==> config.mk <==
export PLATFORM = sky130hd
export DESIGN_NAME = floor_request_scheduler
export DESIGN_NICKNAME = d
export VERILOG_FILES = /design/src/rtl/floor_request_scheduler.sv
export SDC_FILE = /design/constraint.sdc
export NUM_CORES = 1
export LEC_CHECK = 0
export BUFFER_PORTS_ARGS = -buffer_cell sky130_fd_sc_hd__clkbuf_2
export CAP_MARGIN = 15
export CORE_ASPECT_RATIO = 0.9
export CORE_MARGIN = 5
export CORE_UTILIZATION = 48
export DETAILED_ROUTE_END_ITERATION = 6
export PLACE_DENSITY = 0.78
export SLEW_MARGIN = 30
export SYNTH_ARGS = -nofsm -noshare
export SYNTH_HDL_FRONTEND = slang
export SYNTH_SLANG_ARGS = --single-unit
==> constraint.sdc <==
create_clock -name clk -period 2.1 [get_ports clk]
set_input_delay 0.63 -clock clk [delete_from_list [all_inputs] [get_ports clk]]
set_output_delay 0.63 -clock clk [all_outputs]
set_load 0.03 [all_outputs]
==> src/rtl/floor_request_scheduler.sv <==
// SCAN-policy elevator request scheduler: latches button presses, clears them on arrival,
// and picks the next destination floor with registered dest/load/dir outputs.
module floor_request_scheduler #(
  parameter int unsigned FLOORS = 5,
  localparam int unsigned FW = $clog2(FLOORS)
) (
  input  logic              clk,
  input  logic              reset,
  input  logic [FLOORS-1:0] button,
  input  logic [FW-1:0]     cur_floor,
  input  logic              arrived,
  output logic              load,
  output logic [FW-1:0]     dest,
  output logic              dest_valid,
  output logic [1:0]        dir,
  output logic [FLOORS-1:0] pending
);

  typedef enum logic [1:0] {
    IDLE = 2'b00,
    UP   = 2'b01,
    DOWN = 2'b10
  } dir_e;

  dir_e              state;
  dir_e              state_nx;
  logic [FLOORS-1:0] clr;
  logic [FLOORS-1:0] pending_nx;
  logic              cur_ok;
  logic              here;
  logic              has_above;
  logic              has_below;
  logic [FW-1:0]     above_idx;
  logic [FW-1:0]     below_idx;
  logic              has_target;
  logic [FW-1:0]     target;
  logic              load_nx;

  assign dir    = state;
  assign cur_ok = 32'(cur_floor) < FLOORS;

  // Request register update; an arrival clear beats a same-cycle press of that floor.
  always_comb begin
    clr = '0;
    if (arrived && cur_ok) clr[cur_floor] = 1'b1;
    pending_nx = (pending | button) & ~clr;
  end

  // Nearest pending request strictly above and strictly below the car.
  always_comb begin
    here      = 1'b0;
    has_above = 1'b0;
    has_below = 1'b0;
    above_idx = '0;
    below_idx = '0;
    if (cur_ok) here = pending[cur_floor];
    for (int unsigned i = 0; i < FLOORS; i++) begin
      if (pending[i] && (i < 32'(cur_floor))) begin
        has_below = 1'b1;
        below_idx = FW'(i);
      end
    end
    for (int unsigned j = 0; j < FLOORS; j++) begin
      if (pending[FLOORS-1-j] && ((FLOORS-1-j) > 32'(cur_floor))) begin
        has_above = 1'b1;
        above_idx = FW'(FLOORS-1-j);
      end
    end
  end

  // SCAN next-state and target selection.
  always_comb begin
    state_nx   = state;
    target     = dest;
    has_target = 1'b0;
    if (here) begin
      target     = cur_floor;
      has_target = 1'b1;
    end else begin
      case (state)
        IDLE, UP: begin
          if (has_above) begin
            state_nx   = UP;
            target     = above_idx;
            has_target = 1'b1;
          end else if (has_below) begin
            state_nx   = DOWN;
            target     = below_idx;
            has_target = 1'b1;
          end else begin
            state_nx = IDLE;
          end
        end
        DOWN: begin
          if (has_below) begin
            target     = below_idx;
            has_target = 1'b1;
          end else if (has_above) begin
            state_nx   = UP;
            target     = above_idx;
            has_target = 1'b1;
          end else begin
            state_nx = IDLE;
          end
        end
        default: state_nx = IDLE;
      endcase
    end
    load_nx = has_target && (!dest_valid || (target != dest));
  end

  always_ff @(posedge clk or posedge reset) begin
    if (reset) begin
      state      <= IDLE;
      pending    <= '0;
      dest       <= '0;
      dest_valid <= 1'b0;
      load       <= 1'b0;
    end else begin
      state      <= state_nx;
      pending    <= pending_nx;
      dest_valid <= |pending;
      load       <= load_nx;
      if (has_target) dest <= target;
    end
  end

endmodule

---- Yosys cells after proc, flatten, opt, wreduce, memory -nomap -nowiden ----
Index checks and enable logic that the tools add are counted.
cells by class
  $lt $le $gt $ge ......................... 12
  equal/unequal tests ..................... 4
  mux-type cells .......................... 40
  bitwise operators ....................... 4
  reduce and logical (&&, ||, !) cells .... 18
operators by type and width
  cell                number
  $mux 3              12
  $mux 1              19
  $logic_and 1x1->1   12
  $gt 2x3->1 const A  2
  $lt 1x3->1 const A  2
  $lt 2x3->1 const A  2
  $mux 2              3
  $pmux 3 s2          1
  $and 5x5->5         1
  $mux 5              1
  $not 5->5           1
  $or 5x5->5          1
  $reduce_or 5->1     1
  $lt 3x4->1 const B  1
  $pmux 2 s2          1
  $bmux 1 s3          1
  $demux 1 s3         1
  $ge 3x1->1 const B  1
  $gt 1x3->1 const A  1
  $gt 3x3->1 const A  1
  $lt 3x3->1 const A  1
  $lt 3x3->1 const B  1
  $ne 3x3->1          1
  $eq 2x1->1 const B  1
  other kinds (9)     9
storage, ports and cells
  bits in registers ....................... 12
  bits of input ports ..................... 11
  output and inout bits ................... 12
  word-level logic and storage cells ...... 83

---- Logic depth before layout (Yosys ltp) ----
  word-level depth ........................ 14
  depth in mapped cells ................... 9
  depth with buffers taken out ............ 7

---- Worst setup path before layout ----
No wires, ideal clock.
  path kind ............................... input to register
  from .................................... in cur_floor[0]
  to ...................................... reg load
  setup time .............................. 0.126 ns
  data arrival time ....................... 2.306 ns
  data required time ...................... 1.974 ns
  path slack .............................. -0.332 ns
  cell stages on the path ................. 8
  path buffers ............................ 1
  cell sequence ........................... buf_6 -> nor4_2 -> o31ai_2 -> o21ai_1 -> o32ai_2 -> a2bb2oi_1 -> o41a_1 -> o32a_1
between the ends
  cells in the longest elaborated chain, start to end .. 14
  elaborated cells on any way between the ends .. 54
  those cells by class .................... order compare: 10; eq/ne: 1; mux: 32; reduce/logical: 11
ends and longest elaborated chain
  element               RTL line  RTL
  start, declared       10        input logic [FW-1:0] cur_floor,
  $lt 1x3->1            58        if (pending[i] && (i < 32'(cur_floor))) begin
  $logic_and 1x1->1     58
  $mux 1 (5 in a row)   58
  $mux 3                86        end else if (has_below) begin
  $mux 3                82        if (has_above) begin
  $pmux 3 s2            80        case (state)
  $mux 3                76        if (here) begin
  $ne 3x3->1            109       load_nx = has_target && (!dest_valid || (target != dest));
  $logic_or 1x1->1      109
  $logic_and 1x1->1 *   109
  named net load_nx     37        logic load_nx;
  end signal, assigned  123       load <= load_nx;
  end, declared         12        output logic load,
Mark *: on every way through the listed nets, which the timed path passes. The rest lies on a longest branch. The select of a mux whose other input is x is not followed.
A chain may end at the register's enable or synchronous reset.

---- Worst setup path in the final report ----
Same ends and word-level chain as after synthesis.

==> results by group <==
Run status
  • Run status: finished with violations
  • Violated checks: setup timing

Route
  • Wire length on met3: 280 µm
  • Antenna Nets Post-Route: 0
  • WL/cell: 16.8 µm
  • DRT iter0 DRCs: 98
  • Wire length on met1: 1650 µm
  • Vias per cell: 6.18
  • Top layer in use: met4
  • WL met2: 1770 µm
  • Routed wire length: 3820 µm
  • Drt drc: 0
  • Via count: 1403
  • DR pass1 iterations: 5

Setup path
  • CP arrival: 2420 ps
  • Startpoint types: input pin
  • CP max stage delay: 290 ps
  • Largest delay share family, worst path: compound AO/OA/AOI/OAI gates
  • CP Max Fanout: 7
  • Crit-path slowest cell: o32a_1
  • Worst EP required: 2270 ps
  • Crit Path Class: input pin to flop
  • Critical path buffers and inverters: 3
  • Critical path capture point type: flop
  • Critical-path cell list: clkbuf_8, buf_6, o21ai_0, a32o_2, o21ai_1, buf_4, o21ai_0, a22oi_1, o41a_1, o32a_1
  • Critical path's most frequent cell: o21ai_0

Placed design
  • Pre-CTS setup slack: -523 ps
  • Number of port buffers: 22
  • Placer Congestion: 0.904
  • Dpl hpwl: 2500 µm
  • Cell Area, Placed: 1460 µm²

Timing
  • Least-Margin Pin Slew: 503 ps
  • Slew Limit Fails: 0
  • Clock Skews: 0.353 ps
  • Slew headroom: 66.5%
  • Final setup fails: 1
  • RSZ-0062 raised after global routing: true
  • Period minus WS final: 2250 ps
  • Final WS setup: -151 ps
  • Final Cycle Share: 107%
  • Final hold vios: 0
  • Max Fclk: 444 MHz

Synth
  • Synth top area share: 27.7%
  • Mapped Area: 1080 µm²
  • Ys async rst share: 100%
  • Mapped Avg Cell Area: 7.85 µm²
  • Synth Flop Type: dfrtp_1
  • Synth area leader: dfrtp_1
  • Syn nets: 149
  • Synth Register Bits: 12
  • Yosys warns: 0
  • Cell variety after synth: 51
  • Register area share after synthesis: 27.7%
  • Synth Instances: 138
  • Post-synth EDFFs: 0
  • Synth area leaders: dfrtp_1, o21ai_0, nor2_1, a21oi_1, nor2b_1

Clock tree
  • H-tree depth: 1
  • CTS tree: built
  • Clock transition at path regs: 90 ps
  • CTS buffer count: 3
  • Longest Clk Path Bufs: 2
  • Clk root buf: clkbuf_4
  • Clock Latency Late Sink: 280 ps
  • Clock sinks: 12

Die
  • I/O Pins: 23
  • DIE AREA: 3310 µm²
  • Die width: 60.1 µm
  • Rows: 16
  • Die height: 55.1 µm
  • Initial cell density of the core: 50.1%
  • Core area: 2160 µm²

Global route
  • Grt ovf: 0
  • Initial antenna violation count: 0
  • Largest net degree at the start of global routing: 13
  • First-pass GRT wire length: 5730 µm
  • Vias in the first global route: 1272
  • All-Layer GR Usage: 23.1%

Final layout
  • Commonest non-fill, non-tap cells in the layout: buf_4, clkbuf_2, nor2_1
  • Most common cell after layout, fill and taps aside: buf_4
  • Cell area after layout: 1700 µm²
  • Nets@finish: 212
  • Layout area overhead: 56.7%
  • Antenna diode count: 0
  • Final-layout fill cell count: 142
  • Layout cells sized above 1: 46.0%

Power and ir drop
  • Pleak: 0.763 nW
  • Maximum vdd drop: 0.643 mV
  • Power density cells: 729 nW/µm²

Run
  • # Max-Cap Violations: 0

Min path
  • HP Class: input pin to async pin
sequential cells by signal (all words and copies together) (netlist names):
| register | cells |
|---|---|
| dest_valid | 1 |
| pending | 5 |
| dest | 3 |
| dir | 2 |
| load | 1 |
final cells by class:
class / instances / area [µm²] / area share [%]
Multi-Input combinational cell: 110 / 774 / 45.6
Sequential cell: 12 / 304 / 17.9
Tap cell: 27 / 33.8 / 1.99
Clock buffer: 4 / 36.3 / 2.14
Inverter: 7 / 28.8 / 1.69
Timing Repair Buffer: 67 / 520 / 30.7
power by group:
part	leakage [nW]	switching, mW	internal [mW]
clock	0.0210	0.0915	0.105
sequential	0.126	0.0688	0.277
combinational	0.616	0.387	0.308
total	0.763	0.547	0.690
metrics by stage:
| stage | TNS, ps | cells | power [mW] | util (%) | hold WS [ps] |
|---|---|---|---|---|---|
| global route | -241 | 227 | 1.30 | 78.5 | 401 |
| CTS | -77.4 | 224 | 1.19 | 75.3 | 363 |
| global placement | -686 | 215 | 0.939 | 67.6 | 565 |
| floorplan | -260 | 138 | 0.745 | - | 495 |
| finish | -151 | 227 | 1.24 | 78.5 | 338 |
| detailed placement | -885 | 215 | 0.959 | 67.6 | 569 |
path summary, 6_finish.rpt:
kind | slack [ps] | from | endpoint | cells past startpoint
worst max-delay path | -150 | cur_floor[0] | load$_DFF_PP0_ | 10
worst min-delay path | 340 | reset | dir[0]$_DFFE_PP0P_ | 2
worst max register to register | -110 | pending[1]$_DFF_PP0_ | load$_DFF_PP0_ | 8
worst min register to register | 670 | pending[0]$_DFF_PP0_ | dest_valid$_DFF_PP0_ | 1
max in group asynchronous | 1400 | reset | pending[4]$_DFF_PP0_ | 2
min in group clk | 550 | arrived | pending[1]$_DFF_PP0_ | 2
metal layers:
metal	vias up	global-route usage [%]
met3	14	2.55
li1	641	-
met2	83	37.2
met5	-	0
met4	0	10.7
met1	665	30.9
logic make-up (layout without fill, tap and decap cells):
kind of cell,after synthesis,in the layout,synth area share (%)
compound gates,61,61,39.7
flops,12,12,27.7
buf+inv,16,78,7.85
xor+xnor,1,1,0.808
mux,3,3,2.89
simple gates,45,45,21.0
cells in the mapped netlist (5+ instances only):
master and count:
nor2_1 17, o21ai_0 16, dfrtp_1 12, a21oi_1 8, inv_1 6, nand2_1 6, buf_2 5, nand3_1 5
nor2b_1 5
timing repair:
item	4_1_cts	5_1_grt
hold buffers	0	0
hold endpoints to repair	0	0
setup endpoints to repair	1	1
pin swaps	9	8
buffers inserted	5	3
resized for setup	22	11
(Power assumes the default switching activity.)
